File: src/rtl/pipeline_ctrl_pkg.sv
// pipeline_ctrl_pkg: shared state codes and widths for the pipeline stall/flush sequencer
package pipeline_ctrl_pkg;
  localparam int CTRL_STATE_W = 2;
  localparam int MUL_CNT_W = 4;
  typedef enum logic [CTRL_STATE_W-1:0] {
    CTRL_RUN   = 2'd0,
    CTRL_DMISS = 2'd1,
    CTRL_MUL   = 2'd2,
    CTRL_IMISS = 2'd3
  } ctrl_state_t;
endpackage

File: src/rtl/pipeline_ctrl_cnt.sv
// pipe_ctrl_cnt: loadable down-counter with hold and zero flag for multiply occupancy
module pipe_ctrl_cnt
  import pipeline_ctrl_pkg::*;
(
  input  logic                 clk,
  input  logic                 reset,
  input  logic                 load,
  input  logic                 dec,
  input  logic [MUL_CNT_W-1:0] init,
  output logic [MUL_CNT_W-1:0] cnt,
  output logic                 zero
);
  // load wins over decrement; counter holds when neither is asserted
  always_ff @(posedge clk or posedge reset)
    if (reset) cnt <= '0;
    else if (load) cnt <= init;
    else if (dec) cnt <= cnt - 1'b1;
  assign zero = cnt == '0;
endmodule

File: src/rtl/pipeline_ctrl.sv
// pipeline_ctrl: stall/flush sequencer owning all pipeline register enables
module pipeline_ctrl
  import pipeline_ctrl_pkg::*;
#(
  parameter int MUL_LAT = 4
) (
  input  logic                    clk,
  input  logic                    reset,
  input  logic                    hz_load_use,
  input  logic                    icache_miss,
  input  logic                    icache_ready,
  input  logic                    dcache_miss,
  input  logic                    dcache_ready,
  input  logic                    mul_start,
  input  logic                    branch_taken,
  output logic                    pc_we,
  output logic                    if_id_we,
  output logic                    id_ex_we,
  output logic                    ex_mem_we,
  output logic                    mem_wb_we,
  output logic                    if_id_flush,
  output logic                    id_ex_bubble,
  output logic                    ex_mem_bubble,
  output logic                    mem_wb_bubble,
  output logic                    icache_cancel,
  output logic [CTRL_STATE_W-1:0] ctrl_state
);
  localparam logic [MUL_CNT_W-1:0] MUL_INIT = MUL_CNT_W'(MUL_LAT > 1 ? MUL_LAT - 2 : 0);
  ctrl_state_t state, nxt;
  logic mul_ret, zero, dm, frz_d, mul_go, mul_hold, frz_m, br, lu, im_go, fetch_stall;
  logic [MUL_CNT_W-1:0] cnt;
  pipe_ctrl_cnt u_cnt (
    .clk(clk), .reset(reset), .load(mul_go), .dec(mul_hold),
    .init(MUL_INIT), .cnt(cnt), .zero(zero)
  );
  // a miss with ready in the same cycle is a hit
  assign dm          = dcache_miss && !dcache_ready;
  assign frz_d       = state == CTRL_DMISS ? !dcache_ready : dm;
  assign mul_go      = state == CTRL_RUN && !dm && mul_start && (MUL_LAT > 1);
  assign mul_hold    = state == CTRL_MUL && !dm && !zero;
  assign frz_m       = mul_go || mul_hold;
  assign br          = branch_taken && !frz_d && !frz_m;
  assign lu          = state == CTRL_RUN && !dm && !mul_go && hz_load_use;
  assign im_go       = state == CTRL_RUN && !dm && !mul_go && !hz_load_use && icache_miss;
  assign fetch_stall = im_go || (state == CTRL_IMISS && !dm && !icache_ready);
  assign ctrl_state  = state;
  // state register plus the flag remembering a multiply interrupted by a D-miss
  always_ff @(posedge clk or posedge reset)
    if (reset) begin
      state   <= CTRL_RUN;
      mul_ret <= 1'b0;
    end else begin
      state   <= nxt;
      mul_ret <= (state == CTRL_MUL && dm) ? 1'b1 : (state == CTRL_DMISS && dcache_ready) ? 1'b0 : mul_ret;
    end
  // next-state selection; a D-miss preempts every state except DMISS itself
  always_comb
    nxt = (state != CTRL_DMISS && dm) ? CTRL_DMISS :
          state == CTRL_RUN   ? (mul_go ? CTRL_MUL : (im_go && !br) ? CTRL_IMISS : CTRL_RUN) :
          state == CTRL_DMISS ? (dcache_ready ? (mul_ret ? CTRL_MUL : CTRL_RUN) : CTRL_DMISS) :
          state == CTRL_MUL   ? (zero ? CTRL_RUN : CTRL_MUL) :
          (icache_ready || br) ? CTRL_RUN : CTRL_IMISS;
  // enable/bubble decode; a redirecting branch overrides load-use and fetch stalls
  always_comb begin
    pc_we         = !frz_d && !frz_m && (br || (!lu && !fetch_stall));
    if_id_we      = !frz_d && !frz_m && (br || !lu);
    id_ex_we      = !frz_d && !frz_m;
    ex_mem_we     = !frz_d;
    mem_wb_we     = 1'b1;
    if_id_flush   = br || fetch_stall;
    id_ex_bubble  = br || lu;
    ex_mem_bubble = frz_m;
    mem_wb_bubble = frz_d;
    icache_cancel = br && (state == CTRL_IMISS || im_go);
  end
endmodule

File: config.mk
export PLATFORM = sky130hd
export DESIGN_NAME = pipeline_ctrl
export DESIGN_NICKNAME = d
export VERILOG_FILES = /design/src/rtl/pipeline_ctrl_pkg.sv /design/src/rtl/pipeline_ctrl_cnt.sv /design/src/rtl/pipeline_ctrl.sv
export SDC_FILE = /design/constraint.sdc
export NUM_CORES = 1
export LEC_CHECK = 0
export ABC_AREA = 1
export CORE_UTILIZATION = 42
export DETAILED_ROUTE_END_ITERATION = 12
export PLACE_DENSITY = 0.78
export SYNTH_ARGS = -nofsm -noshare
export SYNTH_HDL_FRONTEND = slang
export SYNTH_SLANG_ARGS = --single-unit
File: constraint.sdc
create_clock -name clk -period 1.88 [get_ports clk]
set_clock_uncertainty 0.1 [all_clocks]
set_input_delay 0.188 -clock clk [delete_from_list [all_inputs] [get_ports clk]]
set_output_delay 0.188 -clock clk [all_outputs]
set_load 0.05 [all_outputs]
==> out/results.tsv, run 1 <==
metric	value	unit
status	complete, but fails checks	
violations	setup timing	
p_leak	0.5754	nW
grt_pass1_vias	699	
ir_drop	1.103	mV
timing.rr.start	u_cnt.cnt[0]	
crit_path_end_kind	primary output	
fin_nets	138	
worstSetupPathDepth	6	
gp_congestion	0.7598	
firstDrtPassIters	4	
clockBufferDepth	2	
worstSkewPairLatency	270	ps
ys_ff_latch	7	
numCtsBuffers	3	
n_fill_cell	58	
rows	13	
start_util	44.62	%
ctsHoldBuffers	0	
layout_common_cells	buf_4 (19), inv_1 (11)	
drt-total-wl	2082	microns
dp_cells	125	
slew_violations	0	
rrSetupSlack	80	ps
powerDensity	1540	nW/um^2
endpoint	if_id_we	
overflow	0	
synthesis.area	580.6	sq um
synth_cells	83	
fin_setup_tns	-141.8	ps
yosysWarnings	0	
min_period	1933	ps
ys_seq_area_share	30.17	%
clock_sinks	7	
synth_top_area_share	30.17	%
worstPathArrival	1640	ps
finalCoreUtilization	90.48	%
rsz0062_at_grt	true	
num_vias	724	
drt-initial-drc-count	22	
diodes	0	
hold_viol_final	0	
pin_count	21	
cts_tree	done	
max_stage_delay	470	ps
die_x	39.18	microns
fin_ws	-52.84	ps
top_usage_layer	met2	
stdcell_count	141	
drtAntennaViolNets	0	
max_cap_viol_count	0	
critPathKind	reg -> out	
hpwl	1184	microns
setup-violations-final	4	
layout_commonest_cell	buf_4	
dieHeight	39.18	microns
syn_to_final_growth	102.8	%
antenna_found_initial	0	
avgSynthCellArea	6.995	sq um
dieArea	1535	sq um
use_met2	52.08	%
worst_ep_required_time	1590	ps
synth_top_area_cell	dfrtp_1	
drt-vias-per-instance	5.135	
grt_pass1_wl	3063	microns
reg2reg_to	ctrl_state[1]	
startpoint	ctrl_state[0]	
startpoint_type	flip-flop	
drive_gt1_share	52.38	%
numPortBuffers	19	
path_max_fanout	5	
fmax	0.5174	GHz
clkTransAtPathRegs	70	ps
grt_start_max_net_pins	8	
coreArea	1301	sq um
root_buffer	clkbuf_4	
grt_use_total	31.53	%
drc_errors	0	
hold_class	in -> async	
grt_use_met1	35.44	%
cp_top_family	simple AND/OR/NAND/NOR gates	
htree_levels	1	
synth.area.top_cells	dfrtp_1 (30%), inv_1 (9.1%), nand2_1 (8.4%)	
slowest_stage	dfrtp_2	
wl_per_cell	14.77	microns
worst-path-buf-inv	2	
ys_types	23	
rr_worst_depth	12	
crit_chain	nor2_4 > nand3b_1 > or2_4 > o21ai_4 > inv_2 > buf_6	
met3_usage	11.56	%
period_share	102.8	%
syn_nets	94	
worst reg2reg max path, stage by stage (launching register included):
cell	delay, ps
dfrtp_1	400
inv_2	90
ha_4	140
nand2_4	60
nand3_4	80
buf_6	110
nand4_4	140
buf_6	170
buf_4	130
nand2_2	60
nand2_1	50
nand2_1	70
nor2_1	60
sequential cells by signal (all words and copies together), names as in the netlist:
signal / count
ctrl_state: 2
mul_ret: 1
u_cnt.cnt: 4
Yosys cell counts:
cell      number
inv_2          4
a31oi_1        1
nor2_4         2
nand3_2        1
buf_4          1
nand3_1        3
o21ai_1        3
nor2_1        12
nand3b_1       1
nand2_1       13
inv_1         14
a21oi_1        5
conb_1         1
nand4_4        1
a22o_1         1
nand3_4        1
nand2_2        4
or2_1          1
nand4_1        1
dfrtp_1        7
ha_1           2
nor2_2         1
o21ai_0        3
power by group:
| group | switching [mW] | internal (mW) |
|---|---|---|
| Combinational | 0.748 | 0.617 |
| Clock | 0.0688 | 0.0817 |
| Sequential | 0.0785 | 0.219 |
worst min-delay path by stage:
stage	from	to	slack [ps]	cells past startpoint
after floorplan	reset	mul_ret	-110	1
after global placement	reset	mul_ret	330	2
after detailed placement	reset	mul_ret	330	2
after CTS	reset	u_cnt.cnt[2]	50	2
after global routing	reset	u_cnt.cnt[2]	80	2
final	reset	u_cnt.cnt[1]	50	2
logic make-up (layout without fill, tap and decap cells):
kind of cell | Yosys count | in the layout | synth area share, %
flops | 7 | 7 | 30.17
buf+inv | 19 | 62 | 12.93
other cells | 1 | 1 | 0.6459
simple gates | 41 | 41 | 39.87
compound gates | 13 | 13 | 12.07
fa+ha+maj | 2 | 2 | 4.310
final cells by class:
class | instances | area (sq um) | area share [%]
timing repair buffer | 40 | 440.4 | 37.41
tap | 15 | 18.77 | 1.594
multi-input combinational | 57 | 434.2 | 36.88
clock buffer | 4 | 26.28 | 2.232
inverter | 18 | 80.08 | 6.801
sequential | 7 | 177.7 | 15.09
through the flow:
step / total power, mW / cell area (sq um) / setup WS, ps / hold WS, ps
6_report: 1.813 / 1177 / -52.84 / 46.32
5_1_grt: 1.912 / 1177 / -97.90 / 75.07
4_1_cts: 1.650 / 1122 / -26.75 / 51.96
3_5_place_dp: 1.337 / 974.7 / -103.8 / 328.1
3_3_place_gp: 1.323 / 974.7 / -59.19 / 327.2
2_1_floorplan: 0.9433 / 643.1 / -156.9 / -108.7
layer usage:
metal,wire [microns],part of all wire [%]
met1,813,39
met2,1080,52
met3,109,5.2
met4,77,3.7
met5,0,0
what timing repair did:
item	4_1_cts	5_1_grt
setup buffers	9	3
cloned	0	0
pin swaps	3	5
setup endpoints to repair	6	7
resized for setup	14	8
Power figures use the tool's default switching activity.
==> run 2, diff against run 1 <==
--- a/config.mk
+++ b/config.mk
@@ -12,3 +12,4 @@
 export SYNTH_ARGS = -nofsm -noshare
 export SYNTH_HDL_FRONTEND = slang
 export SYNTH_SLANG_ARGS = --single-unit
+export TNS_END_PERCENT = 30
==> out/results.tsv, run 2 (synthesis gave the netlist of run 1 again) <==
metric	value	unit	change
setup-violations-final	5		was 4
design_area	1185	sq um	was 1177 sq um
drt-total-wl	2185	microns	was 2082 microns
p_leak	0.5802	nW	was 0.5754 nW
layout_common_cells	buf_4 (20), inv_1 (11), nor2_1 (9), buf_12 (9)		was buf_4 (19), inv_1 (11)
wl_met3	110	microns	was 109 microns
pre_cts_slack	-103.8	ps	unchanged
drt-vias-per-instance	5.120		was 5.135
worstSkewPairLatency	270	ps	about the same
stdcell_count	142		was 141
gp_congestion	0.7598		unchanged
numPortBuffers	19		unchanged
n_fill_cell	54		was 58
pin_count	21		unchanged
hold_viol_final	0		unchanged
finalCoreUtilization	91.06	%	was 90.48%
layout_commonest_cell	buf_4		unchanged
rsz0062_at_grt	true		unchanged
dpl_cell_area	974.7	sq um	unchanged
rows	13		unchanged
drtAntennaViolNets	0		unchanged
clkTransAtPathRegs	60	ps	was 70 ps
worstPathArrival	1720	ps	was 1640 ps
max_cap_viol_count	0		unchanged
drt-initial-drc-count	20		was 22
grt_pass1_vias	621		was 699
largest_register_ffs	4		unchanged
largest_register	u_cnt.cnt		unchanged
finalPower	1.811	mW	was 1.813 mW
worst_hold_slack	88.48	ps	was 46.32 ps
dieArea	1535	sq um	unchanged
powerDensity	1528	nW/um^2	was 1540 nW/um^2
root_buffer	clkbuf_4		unchanged
violations	setup timing		unchanged
cts_tree	done		unchanged
numCtsBuffers	3		unchanged
die_x	39.18	microns	unchanged
topRoutingLayerUsed	met4		unchanged
met1_length	892	microns	was 813 microns
met2_length	1140	microns	was 1080 microns
drc_errors	0		unchanged
dieHeight	39.18	microns	unchanged
startpoint_type	input port		was flip-flop
ir_drop	1.084	mV	was 1.103 mV
htree_levels	1		unchanged
fmax	0.4990	GHz	was 0.5174 GHz
ctsHoldBuffers	0		unchanged
hpwl	1184	microns	unchanged
worst_ep_required_time	1590	ps	about the same
grt_start_max_net_pins	8		unchanged
antenna_found_initial	0		unchanged
firstDrtPassIters	4		unchanged
rrSetupSlack	0	ps	was 80 ps
status	complete, but fails checks		unchanged
min_period	2004	ps	was 1933 ps
syn_to_final_growth	104.1	%	was 102.8%
timing.rr.start	u_cnt.cnt[0]		unchanged
diodes	0		unchanged
grt_pass1_wl	2773	microns	was 3063 microns
startpoint	dcache_ready		was ctrl_state[0]
seq_area	177.7	sq um	unchanged
grt_use_total	28.54	%	was 31.53%
critPathKind	in -> out		was reg -> out
drive_gt1_share	51.97	%	was 52.38%
dp_cells	125		unchanged
slew_violations	0		unchanged
start_util	44.62	%	unchanged
multi_input_area	425.4	sq um	was 434.2 sq um
period_share	106.6	%	was 102.8%
clockBufferDepth	2		unchanged
fin_setup_tns	-382.1	ps	was -141.8 ps
wl_per_cell	15.39	microns	was 14.77 microns
crit_path_end_kind	primary output		unchanged
path_max_fanout	4		was 5
hold_class	in -> async		unchanged
fin_nets	139		was 138
fin_ws	-124.1	ps	was -52.84 ps
overflow	0		unchanged
num_vias	727		was 724
coreArea	1301	sq um	unchanged
clock_sinks	7		unchanged
[run 2: path summary, 6_finish.rpt]
kind,end,cells after the start
min in group clk,u_cnt.cnt[2],1
hold / removal,u_cnt.cnt[0],2
max in group asynchronous,ctrl_state[1],2
setup reg to reg,ctrl_state[1],12
setup / recovery,pc_we,8
hold reg to reg,u_cnt.cnt[2],1
[run 2: final cells by class]
cell class	instances	share of cell area [%]
Tap cell	15	1.584
Clock buffer	4	2.218
Inverter	18	6.758
Sequential cell	7	14.99
Timing Repair Buffer	41	38.54
Multi-Input combinational cell	57	35.90
[run 2: timing repair]
| action | CTS | global route |
|---|---|---|
| pin swaps | 3 | 6 |
| endpoints found under the hold margin | 0 | 0 |
| setup endpoints to repair | 6 | 7 |
| setup buffers | 6 | 7 |
| resized for setup | 13 | 6 |
[run 2: per-layer routing]
metal / track usage, % / vias to the layer above
met4: 10.34 / 0
met2: 48.33 / 28
met3: 8.671 / 6
met5: 0 / -
met1: 33.33 / 350
li1: - / 343
[run 2: worst max-delay path: stages]
cell             delay, ps
clkdlybuf4s50_1        500
inv_2                   50
nand2_2                120
nand3b_1               160
or2_4                  290
o21ai_4                180
nor2_4                  70
buf_8                  150
[run 2: where the power goes]
group          total (mW)  switching [mW]  leakage [nW]  internal (mW)
registers           0.291          0.0723        0.0854          0.219
logic                1.37           0.746         0.480          0.622
clock network       0.151          0.0691        0.0150         0.0819
total                1.81           0.888         0.580          0.923
